--- config.mk ---
export PLATFORM = sky130hd
export DESIGN_NAME = iq_mixer
export DESIGN_NICKNAME = d
export VERILOG_FILES = /design/src/rtl/iq_mixer.sv
export SDC_FILE = /design/constraint.sdc
export NUM_CORES = 1
export LEC_CHECK = 0
export BUFFER_PORTS_ARGS = -buffer_cell sky130_fd_sc_hd__buf_2
export CORE_ASPECT_RATIO = 1.75
export CORE_MARGIN = 2
export CORE_UTILIZATION = 65
export CTS_BUF_LIST = sky130_fd_sc_hd__clkbuf_2
export DETAILED_ROUTE_END_ITERATION = 8
export PLACE_DENSITY_LB_ADDON = 0.15
export SYNTH_ARGS = -nofsm -noshare
export SYNTH_HDL_FRONTEND = slang
export SYNTH_SLANG_ARGS = --single-unit
--- constraint.sdc ---
create_clock -name clk -period 5.92 [get_ports clk]
set_input_delay 0.296 -clock clk [delete_from_list [all_inputs] [get_ports clk]]
set_output_delay 0.296 -clock clk [all_outputs]
set_load 0.02 [all_outputs]
--- src/rtl/iq_mixer.sv ---
// Quadrature mixer: ADC sample -> DC removal -> x sin/cos -> gain, round, sat.
// Four register stages, one sample per clock, valid strobe follows the data.
module iq_mixer #(
  parameter int ADC_W         = 8,
  parameter int NCO_W         = 10,
  parameter int COEF_W        = 8,
  parameter int OUT_W         = 16,
  parameter int DC_SHIFT      = 10,
  parameter int OFFSET_BINARY = 1
) (
  input  logic                     clk,
  input  logic                     reset,
  input  logic [ADC_W-1:0]         adc_data,
  input  logic                     adc_valid,
  input  logic [NCO_W-1:0]         fsin,
  input  logic [NCO_W-1:0]         fcos,
  input  logic                     dc_en,
  input  logic [3:0]               gain,
  output logic signed [OUT_W-1:0]  sin_o,
  output logic signed [OUT_W-1:0]  cos_o,
  output logic                     out_valid,
  output logic signed [ADC_W:0]    dc_est
);

  localparam int PW = ADC_W + 1 + COEF_W;
  localparam int VW = PW + 16;
  localparam int AW = ADC_W + DC_SHIFT + 1;
  localparam int R  = (PW > OUT_W) ? PW - OUT_W : 0;

  localparam logic [VW-1:0] ONE = {{(VW-1){1'b0}}, 1'b1};
  localparam logic [VW-1:0] RND = (ONE << R) >> 1;
  localparam logic signed [VW-1:0] MAXV =
    {{(VW-OUT_W+1){1'b0}}, {(OUT_W-1){1'b1}}};
  localparam logic signed [VW-1:0] MINV =
    {{(VW-OUT_W+1){1'b1}}, {(OUT_W-1){1'b0}}};

  // S1 state
  logic                     v1, en1;
  logic signed [ADC_W-1:0]  d1;
  logic signed [COEF_W-1:0] s1, c1;

  // S2 state
  logic                     v2;
  logic signed [ADC_W:0]    x2;
  logic signed [COEF_W-1:0] s2, c2;
  logic signed [AW-1:0]     acc;

  // S3 state
  logic                     v3;
  logic signed [PW-1:0]     pq, pi;

  // Offset binary to two's complement is a flip of the MSB
  logic [ADC_W-1:0] d1_n;
  assign d1_n = adc_data
    ^ {(OFFSET_BINARY != 0), {(ADC_W-1){1'b0}}};

  logic signed [AW-1:0] acc_sh;
  assign acc_sh = acc >>> DC_SHIFT;
  assign dc_est = acc_sh[ADC_W:0];

  logic signed [ADC_W:0] d1x, diff;
  assign d1x  = {d1[ADC_W-1], d1};
  assign diff = d1x - dc_est;

  logic signed [AW-1:0] diff_x;
  assign diff_x = {{DC_SHIFT{diff[ADC_W]}}, diff};

  function automatic logic signed [OUT_W-1:0] scale(
    input logic signed [PW-1:0] p,
    input logic [3:0]           g
  );
    logic signed [VW-1:0] v;
    v = VW'(p) <<< g;
    v = (v + $signed(RND)) >>> R;
    if (v > MAXV)
      v = MAXV;
    else if (v < MINV)
      v = MINV;
    return v[OUT_W-1:0];
  endfunction

  always_ff @(posedge clk or posedge reset) begin
    if (reset) begin
      v1 <= 1'b0;
      en1 <= 1'b0;
      d1 <= '0;
      s1 <= '0;
      c1 <= '0;
    end else begin
      v1 <= adc_valid;
      if (adc_valid) begin
        en1 <= dc_en;
        d1  <= d1_n;
        s1  <= fsin[NCO_W-1 -: COEF_W];
        c1  <= fcos[NCO_W-1 -: COEF_W];
      end
    end
  end

  // Subtraction uses the estimate from before this edge's update
  always_ff @(posedge clk or posedge reset) begin
    if (reset) begin
      v2 <= 1'b0;
      x2 <= '0;
      s2 <= '0;
      c2 <= '0;
      acc <= '0;
    end else begin
      v2 <= v1;
      if (v1) begin
        x2 <= en1 ? diff : d1x;
        s2 <= s1;
        c2 <= c1;
        if (en1)
          acc <= acc + diff_x;
      end
    end
  end

  always_ff @(posedge clk or posedge reset) begin
    if (reset) begin
      v3 <= 1'b0;
      pq <= '0;
      pi <= '0;
    end else begin
      v3 <= v2;
      if (v2) begin
        pq <= x2 * s2;
        pi <= x2 * c2;
      end
    end
  end

  always_ff @(posedge clk or posedge reset) begin
    if (reset) begin
      out_valid <= 1'b0;
      sin_o <= '0;
      cos_o <= '0;
    end else begin
      out_valid <= v3;
      if (v3) begin
        sin_o <= scale(pq, gain);
        cos_o <= scale(pi, gain);
      end
    end
  end

endmodule

==> impl_metrics.env <==
export IMPL_outcome="finished clean"
export IMPL_maxCapViolCount=0
export IMPL_endpoint="pq[14]"
export IMPL_cp_num_buf_inv=1
export IMPL_post_route_min_period_ns=4.995
export IMPL_nNetsFinal=1930
export IMPL_timing_fmax_ghz=0.2002
export IMPL_coreArea_um2=23430
export IMPL_cts_root_buf="clkbuf_2"
export IMPL_crit_type="flop to flop"
export IMPL_critical_path_top_delay_family="adder cells"
export IMPL_grt_usage=0.2939
export IMPL_hold_viol=0
export IMPL_synth_area_leaders="dfrtp_1, fa_1, ha_1, mux2_2, mux4_2"
export IMPL_ant_nets=0
export IMPL_crit_start="x2[1]"
export IMPL_crit_path_end_kind="flop"
export IMPL_fin_ws_ns=0.9253
export IMPL_die_w_um=120.8
export IMPL_num_vias=11900
export IMPL_rsz0062_at_grt="false"
export IMPL_gp_congestion=0.9426
export IMPL_seq_area_frac_synth=0.2242
export IMPL_synthFlopType="dfrtp_1"
export IMPL_cpMostUsedCell="fa_1"
export IMPL_path_cells="nand2_1, fa_1, fa_1, fa_1, fa_1, inv_1, ha_1, nor2b_1, o21ai_0, a21boi_0, o21ai_0, a21oi_1, o2111ai_1, nand3b_1, xor2_1, mux2_2"
export IMPL_die_h_um=208.4
export IMPL_reg2reg_setup_slack_ns=0.93
export IMPL_yosys_area_top_type="dfrtp_1"
export IMPL_via_per_inst=5.955
export IMPL_hold_class="input port to async pin"
export IMPL_port_buffers=73
export IMPL_worstPathRequired_ns=6.67
export IMPL_syn_area_per_cell_um2=9.487
export IMPL_cp_max_fo=17
export IMPL_syn_nets=1885
export IMPL_fill_cells=1828
export IMPL_critPathSlowestCell="dfrtp_1"
export IMPL_synth_edf_count=0
export IMPL_slew_limit_headroom=0.3049
export IMPL_syn_inst=1635
export IMPL_grt_max_degree=72
export IMPL_start_util=0.6622
export IMPL_wirelength_mm=34.77
export IMPL_max_stage_delay_ns=0.71
export IMPL_placed_cells=1936
export IMPL_synth_area_um2=15510
export IMPL_clock_latency_ns=0.83
export IMPL_pin_count=78
export IMPL_fin_worst_skew_ns=0.03616
export IMPL_dpl_worst_slack_ns=0.9245
export IMPL_drt_pass1_iter_count=6
export IMPL_cts_tree="done"
export IMPL_setup_violations=0
export IMPL_period_share=0.8437
export IMPL_clk_pin_slew_worst_paths_ns=0.22
export IMPL_tightest_slew_ns=1.040
export IMPL_cts_made_buffers=17
export IMPL_yosys_area_top_type_share=0.2242
export IMPL_grt_pass1_vias=12330
export IMPL_clock_sinks=139
export IMPL_dp_hpwl_mm=27.18
export IMPL_yosys_warnings=0
export IMPL_fin_tns_setup_ns=0
export IMPL_row_count=74
export IMPL_cp_data_arrival_time_ns=5.74
export IMPL_ys_ff_latch=139
export IMPL_clockBufferDepth=2
export IMPL_layout_cells_non_filler=1998
export IMPL_regToRegEndpoint="pq[14]"
export IMPL_initialDrtViolationCount=596
export IMPL_mostFrequentLayoutCell="inv_1"
export IMPL_ys_async_sr_fraction=1.000
export IMPL_cp_start_kind="flop"
export IMPL_crit_cells=16
export IMPL_drv_slew=0
export IMPL_reg2reg_depth=16
export IMPL_r2r_start="x2[1]"
export IMPL_drive_above_1_share=0.1642
export IMPL_antenna_found_initial=1
export IMPL_cts_max_level=4
export IMPL_grt_pass1_wl_mm=58.97
export IMPL_dieArea_um2=25160
export IMPL_grt_overflow=0
export IMPL_area_growth_pct=6.437
export IMPL_ctsResizeCount=0
export IMPL_ys_types=77
export IMPL_mostFrequentLayoutCells="inv_1, dfrtp_1, fa_1"
export IMPL_drc=0
export IMPL_wl_per_cell_um=17.40
[cells by family after synthesis]
kind of cell / Yosys count / share of synthesized area
xor gates and xnor gates: 84 / 0.04743
buffers and inverters: 301 / 0.07873
AOI/OAI and AO/OA: 279 / 0.1207
and+or+nand+nor: 441 / 0.1447
muxes: 177 / 0.1516
adders and majority gates: 214 / 0.2326
DFF: 139 / 0.2242
[per-stage QoR]
step	instance area, um2	hold WS, ns	utilization
6_report	16510	0.06351	0.7048
5_1_grt	16510	0.1039	0.7048
4_1_cts	16510	0.04660	0.7047
3_5_place_dp	15930	0.4449	0.6802
3_3_place_gp	15930	0.4352	0.6802
2_1_floorplan	15510	0.3274	-
[worst reg2reg max path: cells and delay by family, from the launching register on]
kind | cells | cell delay [ns]
buf+inv | 1 | 0.04
xor+xnor | 1 | 0.15
fa+ha+maj | 5 | 2.37
compound gates | 5 | 0.98
simple gates | 3 | 0.42
mux | 1 | 0.25
flops | 1 | 0.71
[layout make-up]
class,instances,area [um2],share of cell area
antenna,1,2.502,0.0001516
sequential,139,3478,0.2107
clock buffer,18,90.09,0.005457
clock inverter,14,193.9,0.01175
timing repair buffer,114,748.2,0.04532
inverter,213,804.5,0.04873
tap,304,380.4,0.02304
multi-input combinational,1195,10810,0.6549
[metal layers]
metal  vias to the layer above  track usage  part of all wire
met5                         -            0                 0
met4                         0       0.1800             0.061
met3                       113      0.03372             0.022
met2                       278       0.5521              0.56
met1                      5874       0.3035              0.36
li1                       5633            -                 -
[registers in the layout, summed over array words and instances, names as in the netlist]
| register | flops |
|---|---|
| acc | 19 |
| pi | 17 |
| pq | 17 |
| cos_o | 16 |
| sin_o | 16 |
| x2 | 9 |
| c1 | 8 |
| c2 | 8 |
| d1 | 8 |
| s1 | 8 |
| s2 | 8 |
| en1 | 1 |
| out_valid | 1 |
| v1 | 1 |
| v2 | 1 |
| v3 | 1 |
[repair_timing]
item | CTS | global route
hold buffers | 29 | 0
hold endpoints to repair | 94 | 0
setup buffers | 0 | 0
[how the worst min path moves through the flow]
stage | from | end | slack, ns | depth (start not counted)
finish | reset | sin_o[13] | 0.06 | 3
detailed placement | reset | sin_o[8] | 0.44 | 2
global placement | reset | sin_o[12] | 0.44 | 2
floorplan | adc_valid | v1 | 0.33 | 0
global route | reset | sin_o[8] | 0.10 | 3
CTS | reset | sin_o[5] | 0.05 | 3
[synth_stat cells (10+ instances only)]
library cell,instances
a21o_1,17
a21oi_1,58
a21oi_2,10
a31oi_1,15
and2_1,100
buf_1,12
buf_2,13
buf_4,14
clkbuf_1,46
dfrtp_1,139
fa_1,124
ha_1,90
inv_1,209
mux2_2,93
mux2i_1,47
mux4_2,37
nand2_1,108
nand3_1,19
nor2_1,109
nor2b_1,16
nor3_1,16
nor4_1,11
o21ai_0,67
o21bai_1,11
o22ai_1,10
o2bb2ai_1,16
xnor2_1,53
xor2_1,31
Power is left out: the tool's default activity adds up to more than one toggle a clock period on the data nets, which glitch-free logic cannot reach.
